`src/rtl/vga_plot_arbiter.sv`:
```
// Shares one VGA adapter write port between two cell-drawing requesters and a full-screen clear.
// Cells expand to CELL_WIDTH x CELL_WIDTH plots. Requesters are served round-robin; a pending clear wins at cell boundaries.
module vga_plot_arbiter #(
    parameter int         SCREEN_WIDTH  = 320,
    parameter int         SCREEN_HEIGHT = 240,
    parameter int         CELL_WIDTH    = 5,
    parameter logic [8:0] CLEAR_COLOUR  = 9'h1FF
) (
    input  logic                             iClk,
    input  logic                             iResetn,
    input  logic [1:0]                       iValid,
    input  logic [15:0]                      iCellX,
    input  logic [15:0]                      iCellY,
    input  logic [17:0]                      iColour,
    input  logic                             iClear,
    output logic [1:0]                       oReady,
    output logic [$clog2(SCREEN_WIDTH):0]    oX_pixel,
    output logic [$clog2(SCREEN_HEIGHT):0]   oY_pixel,
    output logic [8:0]                       oColour,
    output logic                             oPlot,
    output logic                             oBusy,
    output logic                             oClearDone,
    output logic                             oDropped
);
    localparam int XW = $clog2(SCREEN_WIDTH) + 1;
    localparam int YW = $clog2(SCREEN_HEIGHT) + 1;
    localparam int DW = (CELL_WIDTH > 1) ? $clog2(CELL_WIDTH) : 1;
    localparam logic [7:0]    MAX_CX = 8'(SCREEN_WIDTH / CELL_WIDTH - 1);
    localparam logic [7:0]    MAX_CY = 8'(SCREEN_HEIGHT / CELL_WIDTH - 1);
    localparam logic [DW-1:0] LAST_D = DW'(CELL_WIDTH - 1);
    localparam logic [XW-1:0] LAST_X = XW'(SCREEN_WIDTH - 1);
    localparam logic [YW-1:0] LAST_Y = YW'(SCREEN_HEIGHT - 1);

    typedef enum logic [1:0] {IDLE, CELL, CLEAR} state_t;

    state_t        r_state;
    logic          r_clear_pending;
    logic          r_last_grant;
    logic [XW-1:0] r_bx;
    logic [YW-1:0] r_by;
    logic [DW-1:0] r_dx;
    logic [DW-1:0] r_dy;

    logic          w_win;
    logic          w_accept;
    logic [7:0]    w_cx;
    logic [7:0]    w_cy;
    logic [8:0]    w_col;
    logic [XW-1:0] w_bx;
    logic [YW-1:0] w_by;

    // Ready is combinational so a requester sees its grant in the same IDLE cycle.
    always_comb begin
        w_win  = 1'b0;
        oReady = 2'b00;
        if (iResetn && r_state == IDLE && !r_clear_pending) begin
            if (iValid == 2'b11) w_win = ~r_last_grant;
            else                 w_win = iValid[1];
            if (iValid != 2'b00) oReady[w_win] = 1'b1;
        end
    end

    assign w_accept = |oReady;
    assign w_cx     = w_win ? iCellX[15:8]  : iCellX[7:0];
    assign w_cy     = w_win ? iCellY[15:8]  : iCellY[7:0];
    assign w_col    = w_win ? iColour[17:9] : iColour[8:0];
    assign w_bx     = XW'(w_cx) * XW'(CELL_WIDTH);
    assign w_by     = YW'(w_cy) * YW'(CELL_WIDTH);
    assign oBusy    = (r_state != IDLE);

    always_ff @(posedge iClk or negedge iResetn) begin
        if (!iResetn) begin
            r_state         <= IDLE;
            r_clear_pending <= 1'b0;
            r_last_grant    <= 1'b1;
            r_bx            <= '0;
            r_by            <= '0;
            r_dx            <= '0;
            r_dy            <= '0;
            oX_pixel        <= '0;
            oY_pixel        <= '0;
            oColour         <= '0;
            oPlot           <= 1'b0;
            oClearDone      <= 1'b0;
            oDropped        <= 1'b0;
        end else begin
            oDropped   <= 1'b0;
            oClearDone <= 1'b0;
            if (iClear && r_state != CLEAR) r_clear_pending <= 1'b1;
            case (r_state)
                IDLE: begin
                    if (r_clear_pending) begin
                        r_state         <= CLEAR;
                        r_clear_pending <= 1'b0;
                        oPlot           <= 1'b1;
                        oX_pixel        <= '0;
                        oY_pixel        <= '0;
                        oColour         <= CLEAR_COLOUR;
                    end else if (w_accept) begin
                        r_last_grant <= w_win;
                        if (w_cx > MAX_CX || w_cy > MAX_CY) begin
                            oDropped <= 1'b1;
                        end else begin
                            r_state  <= CELL;
                            r_bx     <= w_bx;
                            r_by     <= w_by;
                            r_dx     <= '0;
                            r_dy     <= '0;
                            oPlot    <= 1'b1;
                            oX_pixel <= w_bx;
                            oY_pixel <= w_by;
                            oColour  <= w_col;
                        end
                    end
                end
                CELL: begin
                    if (r_dx == LAST_D && r_dy == LAST_D) begin
                        r_state <= IDLE;
                        oPlot   <= 1'b0;
                    end else if (r_dx == LAST_D) begin
                        r_dx     <= '0;
                        r_dy     <= r_dy + DW'(1);
                        oX_pixel <= r_bx;
                        oY_pixel <= r_by + YW'(r_dy) + YW'(1);
                    end else begin
                        r_dx     <= r_dx + DW'(1);
                        oX_pixel <= r_bx + XW'(r_dx) + XW'(1);
                    end
                end
                CLEAR: begin
                    // The pixel registers double as the sweep counters.
                    if (oX_pixel == LAST_X && oY_pixel == LAST_Y) begin
                        r_state    <= IDLE;
                        oPlot      <= 1'b0;
                        oClearDone <= 1'b1;
                    end else if (oX_pixel == LAST_X) begin
                        oX_pixel <= '0;
                        oY_pixel <= oY_pixel + YW'(1);
                    end else begin
                        oX_pixel <= oX_pixel + XW'(1);
                    end
                end
                default: r_state <= IDLE;
            endcase
        end
    end
endmodule

```
`config.mk`:
```
export PLATFORM = sky130hd
export DESIGN_NAME = vga_plot_arbiter
export DESIGN_NICKNAME = d
export VERILOG_FILES = /design/src/rtl/vga_plot_arbiter.sv
export SDC_FILE = /design/constraint.sdc
export NUM_CORES = 1
export LEC_CHECK = 0
export ABC_AREA = 1
export CORE_UTILIZATION = 45
export DETAILED_ROUTE_END_ITERATION = 10
export HOLD_SLACK_MARGIN = 0.06
export PLACE_DENSITY_LB_ADDON = 0.05
export SYNTH_ARGS = -nofsm -noshare
export SYNTH_HDL_FRONTEND = slang
export SYNTH_SLANG_ARGS = --single-unit
```
`constraint.sdc`:
```
create_clock -name iClk -period 3.6 [get_ports iClk]
set_input_delay 0.54 -clock iClk [delete_from_list [all_inputs] [get_ports iClk]]
set_output_delay 0.54 -clock iClk [all_outputs]
set_load 0.02 [all_outputs]
```
After elaboration in Yosys (flattened, before gate mapping)
Cells that the tools add are included.
- output and inout bits: 34
- flip-flop bits (word level): 60
- input port bits: 55
- logic and storage cells: 133
- bitwise operators: 3
- reductions and logical operators: 24
- muxes and demuxes: 59
- add/subtract/negate cells: 8
- multiply operators: 2
- order comparisons: 4
- eq/ne operators: 20
- operators by type and width (operator ; count):
    $mux W9 ; 11
    $mux W10 ; 7
    $pmux W10 S3 ; 1
    $pmux W9 S3 ; 1
    $ne A2 B2 Y1 const B ; 11
    $mux W3 ; 7
    $add A10 B1 Y10 const B ; 2
    $add A9 B1 Y9 const B ; 2
    $mux W1 ; 18
    $gt A8 B6 Y1 const B ; 2
    $mux W8 ; 2
    $reduce_and A5 Y1 ; 3
    $mux W2 ; 7
    $pmux W3 S2 ; 2
    $add A10 B3 Y10 ; 1
    $eq A10 B9 Y1 const B ; 1
    $mul A8 B3 Y10 const B ; 1
    $add A9 B3 Y9 ; 1
    $eq A9 B8 Y1 const B ; 1
    $mul A8 B3 Y9 const B ; 1
    $reduce_and A4 Y1 ; 2
    $reduce_bool A2 Y1 ; 4
    $reduce_and A7 Y1 ; 1
    $add A3 B1 Y3 const B ; 2
    other kinds (18) ; 29

Depth between registers and ports, before layout
Gate-level depths: netlist of the first run.
- depth after elaboration: 14
- gate-level depth with buffers: 23
- gate-level depth less buffers: 21

Least setup slack after synthesis of the first run
No wires, ideal clock.
- path type: register to register
- from: reg r_state[0]
- to: reg oX_pixel[9]
- stages on the path, launching flop included: 23
- arrival time: 3016 ps
- data required time: 3484 ps
- clock period less this slack: 3132 ps
- setup time: 116 ps
- path buffers: 3
- setup slack: 468 ps
- cell sequence: dfrtp_1 inv_1 ha_1 nand2_2 nor2_4 nand2_2 buf_6 inv_2 buf_2 buf_2 nand2_1 nand2_1 ha_1 ha_1 inv_1 fa_1 nor3_1 nor2_1 xnor2_1 nand2_1 nand2_1 nand2_1 nand2_1
- elaborated cells on any way between the ends: 24
- classes of those cells: mul (1); order compare (2); eq/ne (6); mux (8); reduce/logical (7)
- RTL lines (element ; line ; text):
    from (decl) ; 36 ; state_t r_state;
    from (signal assigned) ; 73 ; r_state <= IDLE;
    from (signal assigned) ; 93 ; r_state <= CLEAR;
    from (signal assigned) ; 104 ; r_state <= CELL;
    $logic_not A2 Y1 ; 56 ; if (iResetn && r_state == IDLE && !r_clear_pending) begin
    $logic_and A1 B1 Y1 (2 in series) ; 56 ;
    $mux W2 ; 56 ;
    named net oReady[1] ; 16 ; output logic [1:0] oReady,
    $reduce_or A2 Y1 ; 63 ; assign w_accept = |oReady;
    $ne A3 B3 Y1 (no line) ; - ;
    $reduce_and A5 Y1 (no line) ; - ;
    to (signal assigned) ; 110 ; oX_pixel <= w_bx;
    to (signal assigned) ; 123 ; oX_pixel <= r_bx;
    to (signal assigned) ; 127 ; oX_pixel <= r_bx + XW'(r_dx) + XW'(1);
    to (decl) ; 17 ; output logic [$clog2(SCREEN_WIDTH):0] oX_pixel,
The timed path passes the listed nets, and every way through them passes these cells. The select of a mux whose other input is x is not followed.
A chain may end at the register's enable or synchronous reset.

Worst setup path in the final report of the first run
- from: reg r_state[0]
- to: reg oX_pixel[4]
- longest elaborated chain between the ends: 10
- elaborated cells on any way between the ends: 24
- classes of those cells: mul (1); order compare (2); eq/ne (6); mux (8); reduce/logical (7)
- ends and longest elaborated chain (element ; line ; text):
    $logic_not A2 Y1 ; 56, 90 ;
    $logic_and A1 B1 Y1 (2 in series) ; 56 ;
    $mux W1 ; 56 ;
    $mux W8 ; 64 ; assign w_cx = w_win ? iCellX[15:8] : iCellX[7:0];
    $mul A8 B3 Y10 ; 67 ; assign w_bx = XW'(w_cx) * XW'(CELL_WIDTH);
    $mux W10 ; 101 ; if (w_cx > MAX_CX || w_cy > MAX_CY) begin
    $mux W10 ; 99 ; end else if (w_accept) begin
    $mux W10 ; 92 ; if (r_clear_pending) begin
    $pmux W10 S3 ; 90 ; case (r_state)
Several ways; a longest one is shown, not always the timed one. The select of a mux whose other input is x is not followed.

==> key figures, run 1 <==
Yosys
  – Cells after synthesis: roughly 750
  – Synth Net Count: about 850
  – Area share of the largest cell type after synthesis: 29.8%
  – Post-synthesis cell area: just under 0.005 sq mm
  – Distinct cells, synth: 40
  – Syn_area_per_cell: about 6.6 sq um
  – Synth top area cells: dfrtp_1 (30%), nand2_1 (20%), ha_1 (9.1%)
  – YS warnings: 0
  – Register area share after synthesis: ~30%
  – FF+latch count, synth: 60
  – Cell taking the most area after synthesis: dfrtp_1

GRT
  – Global-route wire length before repair: around 23000 um
  – Grt total ovfl: 0
  – Initial antenna violation count: 0
  – Largest net degree at the start of global routing: 61
  – Vias in the first global route: between 4000 and 5000
  – Tot GR Track Use: between 20% and 30%

Power
  – Int Power: 0.00114 W
  – Clock network power share: 41.4%
  – Maximum VDD drop: approximately 0.13 mV
  – Sw Ratio: 25.4%
  – Pwr dens: around 250 mW/mm^2
  – Share of total power in combinational logic: 14.5%
  – Sequential share of power: 44.1%
  – LEAKAGE: 3.10 nW
  – Total power: about 0.0015 W
  – Sw Pwr: slightly below 0.0004 W

Setup path
  – Setup crit start kind: flip-flop
  – Crit-path max cell delay: around 0.47 ns
  – Crit Path Max Fanout: 9
  – Top cell by count, worst path: inv_1
  – WP data required: 3.87 ns
  – Worst path arrival time: 3.54 ns
  – CP max-delay cell: fa_1
  – CP Cell Sequence: inv_1, ha_2, nand2_2, nor2_4, nand2_2, o21ai_0, buf_4, inv_1, nor2_1, nor2_1, ha_1, inv_1, fa_1, or2_2, nand2_1, nand2_1, o21ai_0
  – Crit Path Class: flip-flop to flip-flop
  – Nature of the critical path endpoint: flip-flop

Floorplan
  – FP Rows: 37
  – I/O Pins: 89
  – Initial Util: between 40% and 50%
  – Die width: ~110 um
  – Die area: 0.0114 sq mm
  – Die span in y: 107 um
  – Core footprint: 0.0105 sq mm

Cells and area
  – Area grow syn2layout: 24.6%
  – Final Core Density: around three fifths
  – FF/Latch Area: ~0.0015 sq mm
  – Commonest non-fill, non-tap cell in the layout: nand2_1
  – Multi-input gate area: between 0.003 and 0.004 sq mm
  – # fillers: about 990
  – Layout cell share with drive strength beyond 1: 6.02%
  – Most frequent cells in the layout: nand2_1 (270), clkdlybuf4s50_1 (87), inv_1 (82), nand3_1 (71), nor2_1 (69)
  – Final nets: between 900 and 1000
  – Ant diodes: 0

Clock network
  – CTS clk-pin slew, worst paths: approximately 0.07 ns
  – Clock Tree Root: clkbuf_8
  – Clock Sinks: 60
  – TritonCTS buffer count: 9
  – Worst-Skew Late Latency: about 0.35 ns
  – CTS tree: built
  – Deepest clock path buffer count: 2
  – Htree depth: 3
  – Postcts setup bufs: 0

Detailed routing
  – Via count: 5195
  – Drt wl/cell: between 10 and 15 um
  – Routed vias/inst: 5.28
  – Final ANT Viol Nets: 0
  – Starting DRT DRC Count: 410
  – Drt total wl: ~14000 um
  – DRC Markers: 0
  – Detailed Routing Iterations Pass 1: 5

Timing
  – Setup Viol. Count Final: 0
  – F_max: slightly above 0.3 GHz
  – Final min period: between 3 and 4 ns
  – Slew @ Worst Pin: between 0.7 and 0.8 ns
  – Slew Limit Fails: 0
  – Final Hold Vio Count: 0
  – Setup TNS: 0 ns
  – Part of the cycle the worst path needs: roughly 91%
  – Final Worst Setup Slack: roughly 0.33 ns
  – RSZ-0062 raised after global routing: no
  – Worst slew margin: a little under half
  – Final Skew: 0.0101 ns
  – Final hold slack: 0.470 ns

Placed design
  – RePlAce Congestion: roughly 0.89
  – Port Buffers: 88
  – Pre-CTS setup slack: roughly 0.094 ns
  – DPL Wire Length: between 10000 and 15000 um

Flow run
  – Max-Cap Viols: 0

Outcome
  – Status: completed

Min path
  – Hold Path Class: input port to async pin
==> synth_stat cells, drive strengths merged <==
library cell	count
a22oi	2
o21ai	52
clkbuf	10
buf	10
nor4	1
nand4	14
nor3	6
o211ai	1
nand2	278
ha	36
dfrtp	59
inv	85
xnor2	8
nand3b	4
o22ai	3
xor2	4
dfstp	1
a21o	2
a21oi	19
or2	4
o21a	1
fa	4
o21bai	2
a31oi	1
nor2	73
nand3	73
==> final cells by class <==
| cell class | count | area share, % |
|---|---|---|
| Inverter | 85 | 5.21 |
| Multi-Input combinational cell | 588 | 49.1 |
| Timing Repair Buffer | 98 | 15.4 |
| Sequential cell | 60 | 24.4 |
| Tap cell | 136 | 2.76 |
| Clock inverter | 2 | 0.568 |
| Clock buffer | 14 | 2.64 |
==> power by group through the flow <==
stage                     Clock [W]  Sequential, W  Combinational (W)
after floorplan                   0       0.000687           0.000114
after global placement            0       0.000687           0.000217
after detailed placement          0       0.000687           0.000222
after CTS                  0.000648       0.000674           0.000223
after global routing       0.000678       0.000673           0.000247
final                      0.000634       0.000674           0.000222
==> what timing repair did <==
item / 4_1_cts / 5_1_grt
resized for setup: 0 / 3
hold buffers: 0 / 0
setup endpoints to repair: 0 / 1
==> kinds of logic (layout without fill, tap and decap cells) <==
family,count (synthesis),count (layout),synth area share (%)
flip-flops,60,60,30.4
AO/OA/AOI/OAI,83,83,9.27
adder cells (fa/ha/maj),40,40,10.7
XOR/XNOR,12,12,2.12
AND/OR/NAND/NOR,453,453,39.0
buffers and inverters,105,199,8.54
==> through the flow <==
stage | instance area (sq um) | cells
floorplan | 4950 | 753
global placement | 5970 | 967
detailed placement | 5970 | 967
CTS | 6170 | 983
global route | 6170 | 983
finish | 6170 | 983
==> state kept, by name, summed over array words and instances, names as in the netlist, 2 cells and up <==
signal    count
oColour       9
oX_pixel     10
oY_pixel      9
r_bx         10
r_by          9
r_dx          3
r_dy          3
r_state       2
==> path summary, 6_finish.rpt <==
kind	from	end	slack, ns	cells past startpoint
max	r_state[0]$_DFFE_PN0P_	oX_pixel[4]$_DFFE_PN0P_	0.33	17
min	iResetn	oClearDone$_DFF_PN0_	0.47	2
max reg2reg	r_state[0]$_DFFE_PN0P_	oX_pixel[4]$_DFFE_PN0P_	0.33	17
min reg2reg	oPlot$_DFFE_PN0P_	oPlot$_DFFE_PN0P_	0.47	2
max in group asynchronous	iResetn	r_by[2]$_DFFE_PN0P_	2.61	2
min in group iClk	oPlot$_DFFE_PN0P_	oPlot$_DFFE_PN0P_	0.47	2
==> layer usage <==
layer,track usage (%),vias to the layer above,wire (um),share of wire (%)
li1,-,2597,-,-
met1,37.4,2365,6960,50
met2,39.0,216,5880,42
met3,4.74,17,1010,7.2
met4,8.22,0,208,1.5
met5,0,-,0,0
==> critical path: cells and delay by family, from the launching register on <==
kind	cells	cell delay, ns
buf+inv	4	0.43
fa+ha+maj	3	0.93
flops	1	0.40
simple gates	8	1.11
compound gates	2	0.31
No activity file was read; power rests on OpenSTA's default activity.
==> run 2, diff against run 1 <==
--- a/config.mk
+++ b/config.mk
@@ -6,7 +6,7 @@
 export NUM_CORES = 1
 export LEC_CHECK = 0
 export ABC_AREA = 1
-export CORE_UTILIZATION = 45
+export CORE_UTILIZATION = 31
 export DETAILED_ROUTE_END_ITERATION = 10
 export HOLD_SLACK_MARGIN = 0.06
 export PLACE_DENSITY_LB_ADDON = 0.05
==> key figures, run 2 (synthesized netlist as in run 1, its figures left out) <==
Outcome
  – Status: completed

Placed design
  – Port Buffers: 88 (unchanged)
  – Placed cells: 1044 (+8.0%)
  – DPL Wire Length: 11700 um (+6.0%)
  – Pre-CTS setup slack: 0.105 ns (+0.0111 ns)
  – RePlAce Congestion: 0.860 (-3.2%)
  – Post-DP Area: 0.00608 sq mm (+1.8%)

Floorplan
  – I/O Pins: 89 (unchanged)
  – Core footprint: 0.0154 sq mm (+46%)
  – Die span in y: 128 um (+20%)
  – FP Rows: 45 (+22%)
  – Initial Util: 32.2% (-15 points)
  – Die area: 0.0165 sq mm (+44%)
  – Die width: 128 um (+20%)

Detailed routing
  – DRC Markers: 0 (unchanged)
  – Routed vias/inst: 4.65 (-12%)
  – Starting DRT DRC Count: 277 (-32%)
  – Via count: 4929 (-5.1%)
  – Final ANT Viol Nets: 0 (unchanged)
  – Detailed Routing Iterations Pass 1: 4 (-1)
  – Drt wl/cell: 13.9 um (-2.5%)
  – Drt total wl: 14800 um (+5.1%)

Timing
  – Setup Viol. Count Final: 0 (unchanged)
  – Slew Limit Fails: 0 (unchanged)
  – Worst slew margin: 47.6% (+0.41 points)
  – Final Hold Vio Count: 0 (unchanged)
  – F_max: 0.306 GHz (about the same)
  – RSZ-0062 raised after global routing: no
  – Final Worst Setup Slack: 0.328 ns (+0.00275 ns)
  – Slew @ Worst Pin: 0.787 ns (-0.00609 ns)
  – Setup TNS: 0 ns (unchanged)
  – Final min period: 3.27 ns (-0.00275 ns)
  – Part of the cycle the worst path needs: 90.9% (about the same)
  – Final Skew: 0.00683 ns (-0.00324 ns)

Cells and area
  – Design area: 0.00639 sq mm (+3.5%)
  – Commonest non-fill, non-tap cell in the layout: nand2_1
  – Layout cell share with drive strength beyond 1: 6.60% (+0.57 points)
  – Final Core Density: 41.6% (-17 points)
  – Most frequent cells in the layout: nand2_1 (270), clkdlybuf4s50_1 (87), inv_1 (82), nand3_1 (71), nor2_1 (69)
  – Ant diodes: 0 (unchanged)
  – Top Registers: oX_pixel: 10 flops, r_bx: 10 flops
  – Final nets: 939 (+0.21%)
  – Area grow syn2layout: 29.1%
  – Final non-filler cell total: 1060 (+7.8%)

Clock network
  – CTS clk-pin slew, worst paths: 0.06 ns (about the same)
  – Clock Sinks: 60 (unchanged)
  – Deepest clock path buffer count: 2 (unchanged)
  – Worst-Skew Late Latency: 0.34 ns (about the same)
  – Htree depth: 3 (unchanged)
  – CTS tree: built
  – Cts hold-fix bufs: 0 (unchanged)
  – Clock Tree Root: clkbuf_16
  – TritonCTS buffer count: 9 (unchanged)

GRT
  – Initial antenna violation count: 0 (unchanged)
  – Tot GR Track Use: 19.3% (-6.6 points)
  – Global-route wire length before repair: 24600 um (+6.3%)
  – Vias in the first global route: 4762 (+0.49%)
  – Grt total ovfl: 0 (unchanged)
  – Largest net degree at the start of global routing: 61 (unchanged)

Setup path
  – Setup crit start kind: flip-flop
  – Crit Path Class: flip-flop to flip-flop
  – WP data required: 3.88 ns (about the same)
  – Nature of the critical path endpoint: flip-flop
  – Worst r2r path cells: 19 (+2)
  – Worst path arrival time: 3.55 ns (about the same)
  – Crit Path Max Fanout: 14 (+5)

Power
  – LEAKAGE: 3.16 nW (+1.8%)
  – Maximum VDD drop: 0.211 mV (+68%)
  – Pwr dens: 280 mW/mm^2 (+13%)

Flow run
  – Max-Cap Viols: 0 (unchanged)

Min path
  – Hold Path Class: input port to async pin
-- run 2: changes by cell type in the layout (fill, tap and decap cells not counted), moves of 2 or more --
| cell | delta |
|---|---|
| clkbuf_8 | -10 |
| clkbuf_16 | +9 |
| clkbuf_1 | -3 |
| buf_4 | +2 |
| clkinvlp_4 | +2 |
-- run 2: stage by stage --
| stage | total power, W | hold slack, ns |
|---|---|---|
| 3_5_place_dp | 0.000914 | 0.469 |
| 4_1_cts | 0.00181 | 0.483 |
| 5_1_grt | 0.00187 | 0.506 |
| 2_1_floorplan | 0.000801 | 0.244 |
| 3_3_place_gp | 0.000915 | 0.469 |
| 6_report | 0.00179 | 0.467 |
-- run 2: final timing paths --
path | start | to | slack [ns]
min reg2reg | oPlot$_DFFE_PN0P_ | oPlot$_DFFE_PN0P_ | 0.48
min in group iClk | oPlot$_DFFE_PN0P_ | oPlot$_DFFE_PN0P_ | 0.48
min | iResetn | oX_pixel[2]$_DFFE_PN0P_ | 0.47
max in group asynchronous | iResetn | oColour[1]$_DFFE_PN0P_ | 2.61
max reg2reg | r_state[0]$_DFFE_PN0P_ | oY_pixel[7]$_DFFE_PN0P_ | 0.33
max | r_state[0]$_DFFE_PN0P_ | oY_pixel[7]$_DFFE_PN0P_ | 0.33
-- run 2: layout make-up --
class / instances / area [sq um]
fill: 1599 / 8980
multi-input combinational: 588 / 3030
sequential: 60 / 1500
timing repair buffer: 100 / 966
inverter: 85 / 322
tap: 211 / 264
clock buffer: 10 / 239
clock inverter: 6 / 63.8
-- run 2: repair_timing --
item	4_1_cts	5_1_grt
gates resized for setup	0	3
buffers inserted	0	0
endpoints found under the setup margin	0	4
-- run 2: critical path, cell delays in order (launching register included) --
cell     delay, ns
dfrtp_1       0.40
inv_1         0.11
ha_1          0.25
nand2_2       0.09
nor2_4        0.16
nand2_2       0.13
buf_4         0.21
nand2_1       0.07
o21a_1        0.18
inv_1         0.06
ha_1          0.28
ha_1          0.22
fa_1          0.40
nand3_1       0.09
nand2_1       0.08
xor2_2        0.19
nand2_1       0.08
nand2_1       0.07
nand3_1       0.07
nand2_1       0.08
-- run 2: metal layers --
layer | wire length [um] | GRT usage (%)
met3 | 855 | 4.12
met1 | 7790 | 27.8
met5 | 0 | 0
met2 | 5960 | 28.6
met4 | 168 | 5.74
-- run 2: power breakdown --
| group | internal, W | total (W) | switching [W] |
|---|---|---|---|
| Combinational | 0.000111 | 0.000228 | 0.000116 |
| Clock | 0.000553 | 0.000886 | 0.000333 |
| Sequential | 0.000675 | 0.000675 | 0 |
| Total | 0.00134 | 0.00179 | 0.000449 |
==> run 3, diff against run 2 <==
--- a/config.mk
+++ b/config.mk
@@ -6,7 +6,8 @@
 export NUM_CORES = 1
 export LEC_CHECK = 0
 export ABC_AREA = 1
-export CORE_UTILIZATION = 31
+export CORE_UTILIZATION = 55
+export CTS_BUF_LIST = sky130_fd_sc_hd__clkbuf_8
 export DETAILED_ROUTE_END_ITERATION = 10
 export HOLD_SLACK_MARGIN = 0.06
 export PLACE_DENSITY_LB_ADDON = 0.05
==> key figures, run 3 (synthesized netlist as in run 1, its figures left out) <==
Detailed routing
  – Final ANT Viol Nets: 0 (unchanged)
  – Drt wl/cell: 14.3 um (+2.7%)
  – Drt total wl: 13700 um (-7.5%)
  – Via count: 5135 (+4.2%)
  – Starting DRT DRC Count: 352 (+27%)
  – DRC Markers: 0 (unchanged)
  – Routed vias/inst: 5.38 (+16%)
  – Detailed Routing Iterations Pass 1: 5 (+1)

Power
  – LEAKAGE: 3.09 nW (-2.1%)
  – Pwr dens: 235 mW/mm^2 (-16%)
  – Maximum VDD drop: 0.164 mV (-22%)
  – Total power: 0.00143 W (-20%)

Setup path
  – Worst path arrival time: 3.58 ns (+0.03 ns)
  – Setup crit start kind: flip-flop
  – Crit Path Max Fanout: 13 (-1)
  – Nature of the critical path endpoint: flip-flop
  – Crit Path Class: flip-flop to flip-flop
  – WP data required: 3.88 ns (about the same)

Cells and area
  – Area grow syn2layout: 23.1%
  – Layout cell share with drive strength beyond 1: 5.91% (-0.69 points)
  – # fillers: 769 (-52%)
  – Final non-filler cell total: 954 (-10%)
  – Ant diodes: 0 (unchanged)
  – Design area: 0.00610 sq mm (-4.6%)
  – Top Registers: oX_pixel: 10 flops, r_bx: 10 flops
  – Commonest non-fill, non-tap cell in the layout: nand2_1
  – Final Core Density: 69.9% (+28 points)
  – Final nets: 936 (-0.32%)
  – Most frequent cells in the layout: nand2_1 (270), clkdlybuf4s50_1 (87), inv_1 (84), nand3_1 (71), nor2_1 (69)

Floorplan
  – Die span in y: 96.9 um (-25%)
  – Core footprint: 0.00872 sq mm (-43%)
  – I/O Pins: 89 (unchanged)
  – Die area: 0.00938 sq mm (-43%)
  – Initial Util: 56.8% (+25 points)
  – Die width: 96.9 um (-25%)
  – FP Rows: 34 (-24%)

Clock network
  – TritonCTS buffer count: 9 (unchanged)
  – Worst-Skew Late Latency: 0.34 ns (about the same)
  – Deepest clock path buffer count: 2 (unchanged)
  – Clock Sinks: 60 (unchanged)
  – Cts hold-fix bufs: 0 (unchanged)
  – CTS tree: built
  – Clock Tree Root: clkbuf_8
  – CTS clk-pin slew, worst paths: 0.07 ns (about the same)
  – Htree depth: 3 (unchanged)
  – Postcts setup bufs: 0 (unchanged)
  – CTS resizes: 0 (unchanged)

Timing
  – F_max: 0.303 GHz (-0.92%)
  – RSZ-0062 raised after global routing: yes
  – Worst slew margin: 48.0% (+0.46 points)
  – Setup Viol. Count Final: 0 (unchanged)
  – Part of the cycle the worst path needs: 91.7% (+0.84 points)
  – Final Skew: 0.00792 ns (+0.00109 ns)
  – Slew @ Worst Pin: 0.780 ns (-0.00693 ns)
  – Final min period: 3.30 ns (+0.0302 ns)
  – Final Hold Vio Count: 0 (unchanged)
  – Final hold slack: 0.446 ns (-0.0204 ns)
  – Slew Limit Fails: 0 (unchanged)

Min path
  – Hold Path Class: input port to async pin

Placed design
  – Port Buffers: 88 (unchanged)
  – Post-DP Area: 0.00593 sq mm (-2.5%)
  – RePlAce Congestion: 0.894 (+4.0%)
  – Placed cells: 938 (-10%)
  – DPL Wire Length: 10800 um (-8.3%)

GRT
  – Largest net degree at the start of global routing: 61 (unchanged)
  – Vias in the first global route: 4992 (+4.8%)
  – Grt total ovfl: 0 (unchanged)
  – Initial antenna violation count: 0 (unchanged)
  – Global-route wire length before repair: 23200 um (-5.8%)
  – Tot GR Track Use: 30.3% (+11 points)

Outcome
  – Status: completed

Flow run
  – Max-Cap Viols: 0 (unchanged)
run 3: changes by cell type in the layout (fill, tap and decap cells not counted), moves of 2 or more:
cell | previous run | this run
clkbuf_16 | 9 | 0
clkbuf_8 | 1 | 10
buf_4 | 12 | 9
inv_1 | 82 | 84
run 3: per-stage QoR:
stage | TNS, ns | setup slack, ns
2_1_floorplan | 0 | 0.468
5_1_grt | -0.00808 | -0.00808
3_3_place_gp | 0 | 0.244
6_report | 0 | 0.298
3_5_place_dp | 0 | 0.0808
4_1_cts | 0 | 0.303
run 3: path summary, 6_finish.rpt:
| kind | slack, ns | startpoint | to | cells past startpoint |
|---|---|---|---|---|
| worst min-delay path | 0.45 | iResetn | oX_pixel[0]$_DFFE_PN0P_ | 2 |
| worst max-delay path | 0.30 | r_state[0]$_DFFE_PN0P_ | oX_pixel[6]$_DFFE_PN0P_ | 17 |
| worst min register to register | 0.49 | r_last_grant$_DFFE_PN1P_ | r_last_grant$_DFFE_PN1P_ | 2 |
| worst max register to register | 0.30 | r_state[0]$_DFFE_PN0P_ | oX_pixel[6]$_DFFE_PN0P_ | 17 |
| min in group iClk | 0.49 | r_last_grant$_DFFE_PN1P_ | r_last_grant$_DFFE_PN1P_ | 2 |
| max in group asynchronous | 2.61 | iResetn | r_by[7]$_DFFE_PN0P_ | 2 |
run 3: layout make-up:
cell class	instances	area (sq um)	area share (%)
clock inverter	6	32.5	0.534
tap	108	135	2.22
timing repair buffer	97	943	15.5
sequential	60	1500	24.7
multi-input combinational	588	3030	49.6
inverter	85	319	5.23
clock buffer	10	138	2.26
run 3: metal layers:
metal  share of wire, %  vias up  global-route usage (%)  routed length, um
met5                  0        -                       0                  0
met2                 44      200                    47.7               5970
met4                1.4        0                    8.96                192
met1                 47     2334                    42.7               6390
li1                   -     2582                       -                  -
met3                8.1       19                    5.27               1110
run 3: worst max-delay path, stage by stage (launching register included):
cell and delay [ns]:
dfrtp_1 0.40, inv_1 0.11, ha_1 0.25, nand2_2 0.08, nor2_4 0.15, nand2_2 0.11
buf_4 0.19, o21ai_0 0.22, inv_1 0.12, ha_1 0.32, ha_1 0.37, a21o_1 0.22
a31oi_1 0.19, xnor2_1 0.17, nand2_1 0.11, nand2_1 0.09, nand2_1 0.05, nand2_1 0.08
run 3: report_power, final:
group / internal (W) / switching [W]
combinational: 0.000108 / 0.000108
clock: 0.000261 / 0.000279
sequential: 0.000674 / 0
